## src/rtl/ibutterfly4_seq.sv

```systemverilog
// ibutterfly4_seq: sequential inverse of a two-stage 4-point butterfly.
// It collects y0..y3, undoes the butterfly in two halving stages, and then
// streams x0..x3 out. Odd intermediate sums mean information was lost to the
// halving, and such sums are reported on out_err.
module ibutterfly4_seq #(
  parameter int WIDTH = 15
) (
  input  logic             clk,
  input  logic             rst_n,
  input  logic             in_valid,
  output logic             in_ready,
  input  logic [WIDTH-1:0] in_data,
  output logic             out_valid,
  input  logic             out_ready,
  output logic [WIDTH-1:0] out_data,
  output logic [1:0]       out_idx,
  output logic             out_err
);

  typedef enum logic [1:0] {
    LOAD = 2'd0,
    STG1 = 2'd1,
    STG2 = 2'd2,
    SEND = 2'd3
  } state_t;

  state_t           state_q, state_d;
  logic [1:0]       cnt_q, cnt_d;
  logic [1:0]       idx_q, idx_d;
  logic             err_q, err_d;

  // A single four-entry register file holds y, then p, then x. Each stage
  // overwrites it in place.
  logic [WIDTH-1:0] data_q [4];
  logic [WIDTH-1:0] data_d [4];

  // Halved results and parity bits of the two butterfly stages
  logic [WIDTH-1:0] s1_res [4];
  logic [WIDTH-1:0] s2_res [4];
  logic [3:0]       s1_odd;
  logic [3:0]       s2_odd;

  genvar gi;

  // Stage 1 pairs y0 with y2 and y1 with y3. Sums go to slots 0 and 1 (p0, p1).
  // Differences go to slots 2 and 3 (p2, p3).
  generate
    for (gi = 0; gi < 2; gi++) begin : g_stg1
      logic [WIDTH:0] sum;
      logic [WIDTH:0] dif;
      // Sign-extend to WIDTH+1 bits so the sum and difference are exact.
      // Dropping bit 0 is then an arithmetic shift right by one.
      assign sum = {data_q[gi][WIDTH-1], data_q[gi]} + {data_q[gi+2][WIDTH-1], data_q[gi+2]};
      assign dif = {data_q[gi][WIDTH-1], data_q[gi]} - {data_q[gi+2][WIDTH-1], data_q[gi+2]};
      assign s1_res[gi]   = sum[WIDTH:1];
      assign s1_res[gi+2] = dif[WIDTH:1];
      assign s1_odd[gi]   = sum[0];
      assign s1_odd[gi+2] = dif[0];
    end
  endgenerate

  // Stage 2 pairs p0 with p1 and p2 with p3. The results land in natural order x0..x3.
  generate
    for (gi = 0; gi < 2; gi++) begin : g_stg2
      logic [WIDTH:0] sum;
      logic [WIDTH:0] dif;
      assign sum = {data_q[2*gi][WIDTH-1], data_q[2*gi]} + {data_q[2*gi+1][WIDTH-1], data_q[2*gi+1]};
      assign dif = {data_q[2*gi][WIDTH-1], data_q[2*gi]} - {data_q[2*gi+1][WIDTH-1], data_q[2*gi+1]};
      assign s2_res[2*gi]   = sum[WIDTH:1];
      assign s2_res[2*gi+1] = dif[WIDTH:1];
      assign s2_odd[2*gi]   = sum[0];
      assign s2_odd[2*gi+1] = dif[0];
    end
  endgenerate

  // Next-state logic, datapath selection and handshake outputs
  always_comb begin
    state_d   = state_q;
    cnt_d     = cnt_q;
    idx_d     = idx_q;
    err_d     = err_q;
    data_d    = data_q;
    in_ready  = 1'b0;
    out_valid = 1'b0;
    out_data  = '0;
    out_err   = 1'b0;

    case (state_q)
      LOAD: begin
        // Hold in_ready low while reset is asserted. It rises as soon as reset is released.
        in_ready = rst_n;
        if (in_valid && rst_n) begin
          data_d[cnt_q] = in_data;
          if (cnt_q == 2'd3) begin
            cnt_d   = 2'd0;
            state_d = STG1;
          end else begin
            cnt_d = cnt_q + 2'd1;
          end
        end
      end
      STG1: begin
        data_d  = s1_res;
        // Entering a new block: the error flag restarts from stage-1 parity
        err_d   = |s1_odd;
        state_d = STG2;
      end
      STG2: begin
        data_d  = s2_res;
        err_d   = err_q | (|s2_odd);
        state_d = SEND;
      end
      SEND: begin
        out_valid = 1'b1;
        out_data  = data_q[idx_q];
        out_err   = err_q;
        if (out_ready) begin
          if (idx_q == 2'd3) begin
            idx_d   = 2'd0;
            state_d = LOAD;
          end else begin
            idx_d = idx_q + 2'd1;
          end
        end
      end
      default: state_d = LOAD;
    endcase
  end

  assign out_idx = idx_q;

  // State and datapath registers. The register file is cleared on reset so
  // it never presents X.
  always_ff @(posedge clk or negedge rst_n) begin
    if (!rst_n) begin
      state_q <= LOAD;
      cnt_q   <= 2'd0;
      idx_q   <= 2'd0;
      err_q   <= 1'b0;
      for (int i = 0; i < 4; i++) begin
        data_q[i] <= '0;
      end
    end else begin
      state_q <= state_d;
      cnt_q   <= cnt_d;
      idx_q   <= idx_d;
      err_q   <= err_d;
      data_q  <= data_d;
    end
  end

endmodule

```

## config.mk

```make
export PLATFORM = sky130hd
export DESIGN_NAME = ibutterfly4_seq
export DESIGN_NICKNAME = d
export VERILOG_FILES = /design/src/rtl/ibutterfly4_seq.sv
export SDC_FILE = /design/constraint.sdc
export NUM_CORES = 1
export LEC_CHECK = 0
export ABC_CLOCK_PERIOD_IN_PS = 3300
export BUFFER_PORTS_ARGS = -buffer_cell sky130_fd_sc_hd__buf_2
export CAP_MARGIN = 20
export CORE_MARGIN = 3
export CORE_UTILIZATION = 60
export DETAILED_ROUTE_END_ITERATION = 7
export PLACE_DENSITY = 0.86
export SLEW_MARGIN = 20
export SYNTH_ARGS = -nofsm -noshare
export SYNTH_HDL_FRONTEND = slang
export SYNTH_SLANG_ARGS = --single-unit
```

## constraint.sdc

```tcl
create_clock -name clk -period 3.3 [get_ports clk]
set_input_delay 0.66 -clock clk [delete_from_list [all_inputs] [get_ports clk]]
set_output_delay 0.66 -clock clk [all_outputs]
set_load 0.05 [all_outputs]
```

Word-level counts from Yosys, hierarchy flattened
Cells that the tools add are included.
- bits of input ports: 19
- register bits after elaboration: 67
- add/sub/neg operators: 10
- bitwise logic cells: 3
- mux-type cells: 20
- equality and inequality tests: 9
- $lt $le $gt $ge: 3
- reductions and logical operators: 11
- operators by type and width (operator ; count):
    60-bit one-hot mux with 3 select lines ; 1
    15-bit by 15-bit adder with 16-bit output ; 4
    15-bit by 15-bit subtractor with 16-bit output ; 4
    60-bit bitwise mux ; 1
    15-bit two-way mux ; 4
    60-bit two-way mux ; 1
    15-bit binary-select mux with 2-bit select ; 1
    15-bit demux with 2-bit select ; 1
    2-bit two-way mux ; 6
    2-bit == test (second input constant) ; 4
    2-bit != test (second input constant) ; 4
    2-bit one-hot mux with 4 select lines ; 1
    4-bit OR reduction ; 2
    3-bit greater-or-equal comparator (second input constant) ; 2
    2-bit NOT with 3-bit output ; 2
    2-bit AND reduction ; 3
    2-bit by 1-bit adder with 2-bit output (second input constant) ; 2
    4-bit AND reduction ; 1
    3-bit by 1-bit less-than comparator with 1-bit output (second input constant) ; 1
    1-bit two-way mux ; 3
    3-bit nonzero test ; 1
    2-bit by 1-bit == test with 1-bit output (second input constant) ; 1
    1-bit logical AND ; 2
    2-bit zero test ; 1
    3 further kinds ; 3

Depth between registers and ports, before layout
Gate-level depths: netlist of the first run.
- depth in word-level cells: 8
- gate-level depth with buffers: 11

Least setup slack after synthesis of the first run
OpenSTA, ideal clock, no wires.
- path type: flip-flop to output port
- start point: reg idx_q[0] (netlist: out_idx[0])
- end point: out out_data[11]
- required time: 2.640 ns
- arrival time: 2.373 ns
- cell stages (with the launch flop): 5
- buffers on the path: 2
- setup slack: 0.267 ns
- cells stage by stage: dfrtp_1 -> clkbuf_1 -> buf_1 -> mux4_2 -> and2_1
- word-level cells in the longest chain between the ends: 5
- RTL lines (item ; line ; source):
    start: declaration ; 29 ; logic [1:0] idx_q, idx_d;
    start signal: assignment ; 146 ; idx_q <= idx_d;
    2-bit NOT with 3-bit output (not written as such) ; 115 ; out_data = data_q[idx_q];
    15-bit binary-select mux with 2-bit select ; 115 ;
    15-bit two-way mux (not written as such) (2 in series) ; 115 ;
    15-bit two-way mux ; 88 ; case (state_q)
    end: declaration ; 15 ; output logic [WIDTH-1:0] out_data,
No other way between the ends. The select of a mux whose other input is x is not followed.

==> results list, run 1 <==
- Leaving out fill and tap cells, the most frequent cell in the layout is sky130_fd_sc_hd__ha_1.
- First-pass iteration count of the detailed router: 6
- Entering global routing, the biggest net connects 48 pins.
- The number of global-route vias before repair came to 9496.
- The number of hold violations in the final report was 0.
- At the pin with the least slew margin, the transition time is 0.882 ns.
* TNS Setup: 0 ns
- Setup-failing EPs final: 0
* Most used DFF post-synth: sky130_fd_sc_hd__dfrtp_1
- After floorplanning, the core was divided into 46 placement rows.
- Ranking of synthesized cells by area: sky130_fd_sc_hd__dfrtp_1, sky130_fd_sc_hd__ha_1, sky130_fd_sc_hd__xnor2_1, sky130_fd_sc_hd__a21oi_1, sky130_fd_sc_hd__nor2_1
- Cts bufs inserted: 9
* Commonest cells after routing, fill and taps aside: sky130_fd_sc_hd__ha_1, sky130_fd_sc_hd__nor2_1, sky130_fd_sc_hd__a21oi_1, sky130_fd_sc_hd__inv_1, sky130_fd_sc_hd__xnor2_1
* Die Area: 0.0178 mm^2
- RSZ-0062 raised after global routing: no
- Netlist area before placement: 0.00976 mm^2
* Syn_nets: 1410
* Async S/R FF share, synth: 100%
* Depth of the CTS H-tree: 3
* Proportion of synthesized chip area in sequential cells: 17.2%
- Wires add up to 33300 um.
- STA classifies the critical path endpoint as a flip-flop.
- Height of the chip: 134 um
- Number of gates resized after cts: 0
- Insertion delay of the later-clocked pin in the worst-skew pair: 0.34 ns
- STA classifies the critical path startpoint as a flip-flop.
- Cells fill 65.7% of the core in the end.
- Measured against its own limit, the worst slew margin works out to 41.1%.
- In the final design database the tool counted 1415 nets.
- Number of clock sinks: 67
- Final worst path period need: 3.05 ns
* F_max: 328 MHz
* Path type of the worst setup path: reg2reg
- Run status: completed
- Post-detailed-route via-to-cell ratio: 6.84
- Layout Area Growth over Synthesis: 6.87%
- Proportion of layout cells with a drive suffix above 1: 9.67%
* First-pass GRT wire length: 52200 um
- In this run, synthesis produced a sequential element count of 67.
- Clock-pin slew was measured on the worst setup and hold paths at 0.06 ns.
- Design area: 0.0104 mm^2
* Final routed wire length divided by cell count: 22.5 um
- Final clock period utilization by the worst path: 92.4%
- Gp weighted congestion: 1.04
* Required time at the endpoint of the critical path: 3.49 ns
- The clock arrives with 0.00690 ns of skew.
* Count of synthesis-stage warnings from yosys: 0
- Initial cell density of the core: 61.5%
* Count of port buffers added during placement: 38
- The detail route stage leaves a number of antenna-violating nets equal to 0.
- Summed over its instances, the top area cell type makes up 17.2% of the synthesized netlist area.
- The repair_antennas step left the layout with diodes totalling 0.
- Worst-path fanout max: 8
- Worst hold path class: in2async
- For the worst flop-to-flop path, the logic depth is 10.
- CTS root buffer: sky130_fd_sc_hd__clkbuf_16
- Counting flops with a built-in enable in the synthesized netlist gives 0.
- Across the run, the number of max-cap violations was 0.
- The initial antenna violation count was 0.
- For the worst setup path, the data arrival time is 3.24 ns.
- The netlist uses 79 different library cells.
- For this design, the CTS-stage hold fixing added 0 buffers.
* Clock tree from TritonCTS: built
- For this block, the initial DRC count from the detailed router was 1521.
- The largest total area in the synthesized netlist belongs to sky130_fd_sc_hd__dfrtp_1.
* Final routed DRC violation total: 0
* Area after DPL: 0.0102 mm^2
* Post-synthesis area per instance: 7.80 um^2
- Congestion Overflow GR: 0
- The number of setup buffers added after CTS is 0.
- Global routing used 37.1% of the available tracks.
- Die Wd: 134 um
- Synthesis produced 1252 cells.
- In this run the deepest clock path goes through 2 buffers.
- The final route contains 10108 vias.
- The wire-length estimate of the detail-placed layout is 25500 um.
* Core outline area: 0.0159 mm^2
- Count of filler cells inserted in the layout: 1379
- Boundary pin count: 39
- Final max-slew violation count: 0
[path summary, 6_finish.rpt]
check / slack (ns) / to / start
setup / recovery: 0.25 / flip-flop / flip-flop
hold / removal: 0.35 / asynchronous set/reset pin / rst_n
setup reg to reg: 0.25 / flip-flop / flip-flop
hold reg to reg: 0.55 / out_idx[0]$_DFFE_PN0P_ / out_idx[0]$_DFFE_PN0P_
max in group asynchronous: 1.93 / asynchronous set/reset pin / rst_n
min in group clk: 0.55 / out_idx[0]$_DFFE_PN0P_ / out_idx[0]$_DFFE_PN0P_
[metal layers]
metal	vias up	global-route usage [%]	wire length, um
li1	4535	-	-
met1	4690	51.3	13000
met2	741	55.4	14000
met3	142	10.7	4940
met4	0	13.2	1440
met5	-	0	0
[area by class of cell]
type	count	area, um^2	share of cell area (%)
clock buffer	14	264	2.53
clock inverter	2	10.0	0.0959
inverter	106	398	3.81
multi-input combinational	1002	7370	70.7
sequential	67	1680	16.1
tap	216	270	2.59
timing repair buffer	71	440	4.22
[stage by stage]
stage,setup WS [ns],std cells,hold slack [ns]
after floorplan,0.267,1252,0.364
after global placement,0.400,1462,0.520
after detailed placement,0.303,1462,0.535
after CTS,0.276,1478,0.349
after global routing,0.0705,1478,0.357
final,0.249,1478,0.351
[cells by family after synthesis]
group / count (synthesis) / share of synthesized area, %
fa+ha+maj: 139 / 18.4
buf+inv: 183 / 7.34
flops: 67 / 17.2
xor+xnor: 86 / 7.72
simple gates: 339 / 16.7
compound gates: 416 / 28.5
mux: 22 / 4.20
[Yosys cell counts, types with 21 or more instances]
cell and n:
sky130_fd_sc_hd__nor3_1 27, sky130_fd_sc_hd__ha_1 131, sky130_fd_sc_hd__o21ai_0 68, sky130_fd_sc_hd__and2_1 21
sky130_fd_sc_hd__nor2b_1 24, sky130_fd_sc_hd__inv_1 103, sky130_fd_sc_hd__nand2_1 57, sky130_fd_sc_hd__a221oi_1 28
sky130_fd_sc_hd__o22ai_1 24, sky130_fd_sc_hd__clkbuf_1 57, sky130_fd_sc_hd__xnor2_1 71, sky130_fd_sc_hd__a21oi_1 122
sky130_fd_sc_hd__dfrtp_1 67, sky130_fd_sc_hd__nor2_1 126
[worst max-delay path: stages, from the launching register on]
cell and delay, ns:
sky130_fd_sc_hd__dfrtp_1 0.58, sky130_fd_sc_hd__inv_1 0.22, sky130_fd_sc_hd__ha_1 0.34, sky130_fd_sc_hd__nor2b_1 0.05, sky130_fd_sc_hd__o311ai_1 0.39, sky130_fd_sc_hd__a21oi_1 0.25
sky130_fd_sc_hd__a211oi_1 0.46, sky130_fd_sc_hd__o31ai_1 0.15, sky130_fd_sc_hd__xnor2_1 0.16, sky130_fd_sc_hd__a22oi_1 0.19, sky130_fd_sc_hd__o22ai_1 0.10
Power of run 1 is left out: the tool's default activity adds up to more than one toggle a clock period on the data nets, which glitch-free logic cannot reach.
==> inputs of run 2 (changes only) <==
--- a/config.mk
+++ b/config.mk
@@ -12,5 +12,5 @@
 export CORE_UTILIZATION = 60
 export DETAILED_ROUTE_END_ITERATION = 7
-export PLACE_DENSITY = 0.86
+export PLACE_DENSITY = 0.78
 export SLEW_MARGIN = 20
 export SYNTH_ARGS = -nofsm -noshare
==> constraint.sdc (replaced) <==
create_clock -name clk -period 3.3 [get_ports clk]
set_input_delay 0.165 -clock clk [delete_from_list [all_inputs] [get_ports clk]]
set_output_delay 0.165 -clock clk [all_outputs]
set_load 0.05 [all_outputs]
==> results list, run 2 (same netlist as run 1, synthesis figures left out) <==
- Setup repair after global routing left no endpoint under its margin.
- The worst hold path begins at in_data[10].
* Count of buffer and inverter cells on the critical path: 1 (unchanged)
- Worst path cell trace: inv_1, ha_1, nor2b_1, o21ai_0, a21boi_0, o31ai_1, nand2_1, a31oi_1, xnor2_1, o221ai_1
- Count of vias placed by the detailed router: 9979 (-1.3%)
- Worst Setup Start Kind: flip-flop
* Pin slew with the least headroom to its limit: 0.868 ns (-0.0145 ns)
- The initial antenna violation count is 0 (unchanged).
- The number of antenna repair diodes came to 0 (unchanged).
- The final setup TNS was 0 ns (unchanged).
- F_max: 318 MHz (-3.1%)
* Clock tree from TritonCTS: built
* Final clock period utilization by the worst path: 95.4% (+2.9 points)
- First-pass iteration count of the detailed router: 7 (+1)
* Post-detailed-route count of antenna-violating nets: 0 (unchanged)
* Max-slew headroom: 42.1% (+1.1 points)
- The worst setup path is of the reg2reg kind.
- The final setup slack of the worst path is 0.153 ns (-0.0968 ns).
* Proportion of layout cells with a drive suffix above 1: 9.74% (+0.072 points)
- The initial core utilization came to 61.5% (unchanged).
- Setup Buffers After CTS: 0 (unchanged)
- Final worst path period need: 3.15 ns (+0.0968 ns)
- The quantity of gates resized following cts is 0 (unchanged).
- Clock Skew: 0.0103 ns (+0.00343 ns)
- Sum of routed wire length over all layers: 34000 um (+2.2%)
* Number of non-filler instances in the completed layout: 1479 (+0.068%)
* Combined global-route utilization of all metal layers: 37.5% (+0.47 points)
- Commonest cells after routing, fill and taps aside: sky130_fd_sc_hd__ha_1, sky130_fd_sc_hd__nor2_1, sky130_fd_sc_hd__a21oi_1, sky130_fd_sc_hd__inv_1, sky130_fd_sc_hd__xnor2_1
- Count of port buffers added during placement: 38 (unchanged)
- Fin. Hold Viols: 0 (unchanged)
- Post-Place Setup Slack: 0.268 ns (-0.0351 ns)
* Congestion Overflow GR: 0 (unchanged)
- The data required time at the worst endpoint is 3.49 ns (about the same).
- The number of nets at the end of the flow is 1417 (+0.14%).
- The worst-case reg-to-reg path depth came to 10 (unchanged).
- The number of remaining DRC errors is 0 (unchanged).
* Cell Rows: 46 (unchanged)
* Worst-path clk slew: 0.07 ns (about the same)
- Gp weighted congestion: 0.960 (-7.9%)
- The post-cts hold buffer count was 1 (+1).
- The largest driver fanout on the critical path was 7 (-1).
* Height of the chip: 134 um (unchanged)
- Most frequent standard cell in the layout excluding fill and tap cells: sky130_fd_sc_hd__ha_1
- The first-pass GRT wire length came to 52000 um (-0.37%).
- Core outline area: 0.0159 mm^2 (unchanged)
- The max-cap check violation count was 0 (unchanged).
- The largest net degree at the start of global routing is 40 (-17%).
- The layout overhead on the synthesized area is 6.96% (about the same).
- CTS root buffer: sky130_fd_sc_hd__clkbuf_16
- The min-delay analysis places its worst path in the category in2reg.
* Worst path arrival time: 3.34 ns (+0.10 ns)
- Internal reg-to-reg setup slack: 0.15 ns (-0.10 ns)
* Family with the most delay on the worst path: compound AO/OA/AOI/OAI gates
- The mean number of vias per cell is 6.75 (-1.3%).
- Number of clock sinks: 67 (unchanged)
- The slowest stage of the critical path is the sky130_fd_sc_hd__o31ai_1 cell.
- Depth of the CTS H-tree: 3 (unchanged)
- The worst-case clock buffer depth came to 2 (unchanged).
- The flow ran to the end, and the final reports show no timing, DRC or antenna violations.
- The detailed placer's ending HPWL came to 26100 um (+2.5%).
- Die Area: 0.0178 mm^2 (unchanged)
* DRT iter0 DRCs: 1494 (-1.8%)
- Count of cells along the worst hold path: 3
- The number of buffers added by the clock tree synthesis step is 9 (unchanged).
- The number of max-slew violations in the final report was 0 (unchanged).
* Number of cells after detailed placement: 1463 (+0.068%)
- The count of final setup violators came to 0 (unchanged).
- The worst setup path is captured at a flip-flop.
* Die Wd: 134 um (unchanged)
* Maximum cell stage delay along the critical path: 0.59 ns (about the same)
- Number of global-route vias before repair: 9158 (-3.6%)
* Final routed wire length divided by cell count: 23.0 um (+2.2%)
* Insertion delay of the later-clocked pin in the worst-skew pair: 0.36 ns (+0.02 ns)
* Boundary pin count: 39 (unchanged)
==> run 2: worst reg2reg max path: cells and delay by family, from the launching register on <==
| family | cells | cell delay, ns |
|---|---|---|
| simple gates | 2 | 0.35 |
| buf+inv | 1 | 0.22 |
| compound gates | 5 | 1.40 |
| flops | 1 | 0.51 |
| xor+xnor | 1 | 0.15 |
| fa+ha+maj | 1 | 0.35 |
==> run 2: per-layer routing <==
layer / vias up / routed length [um] / global-route usage [%]
met3: 81 / 4600 / 8.53
met5: - / 0 / 0
met2: 655 / 13900 / 52.8
met4: 0 / 1130 / 13.8
li1: 4553 / - / -
met1: 4690 / 14400 / 56.0
==> run 2: layout make-up <==
cell class                      instances  area (um^2)
Fill cell                            1398         5440
Clock buffer                           11          243
Inverter                              106          398
Tap cell                              216          270
Clock inverter                          4         27.5
Sequential cell                        67         1680
Multi-Input combinational cell       1002         7370
Timing Repair Buffer                   73          458
==> run 2: worst max path at each step <==
stage	slack [ns]	depth (start not counted)	endpoint
floorplan	0.65	10	flip-flop
global placement	0.41	10	flip-flop
detailed placement	0.27	10	flip-flop
CTS	0.26	10	flip-flop
global route	0.003	10	flip-flop
finish	0.15	10	flip-flop
==> run 2: stage by stage <==
stage / area, um^2 / hold slack [ns] / utilization, %
finish: 10400 / 0.170 / 65.7
global placement: 10200 / 0.358 / 64.0
floorplan: 9760 / -0.131 / -
detailed placement: 10200 / 0.359 / 64.0
global route: 10400 / 0.164 / 65.7
CTS: 10400 / 0.153 / 65.7
Power of run 2 is left out for the same reason.
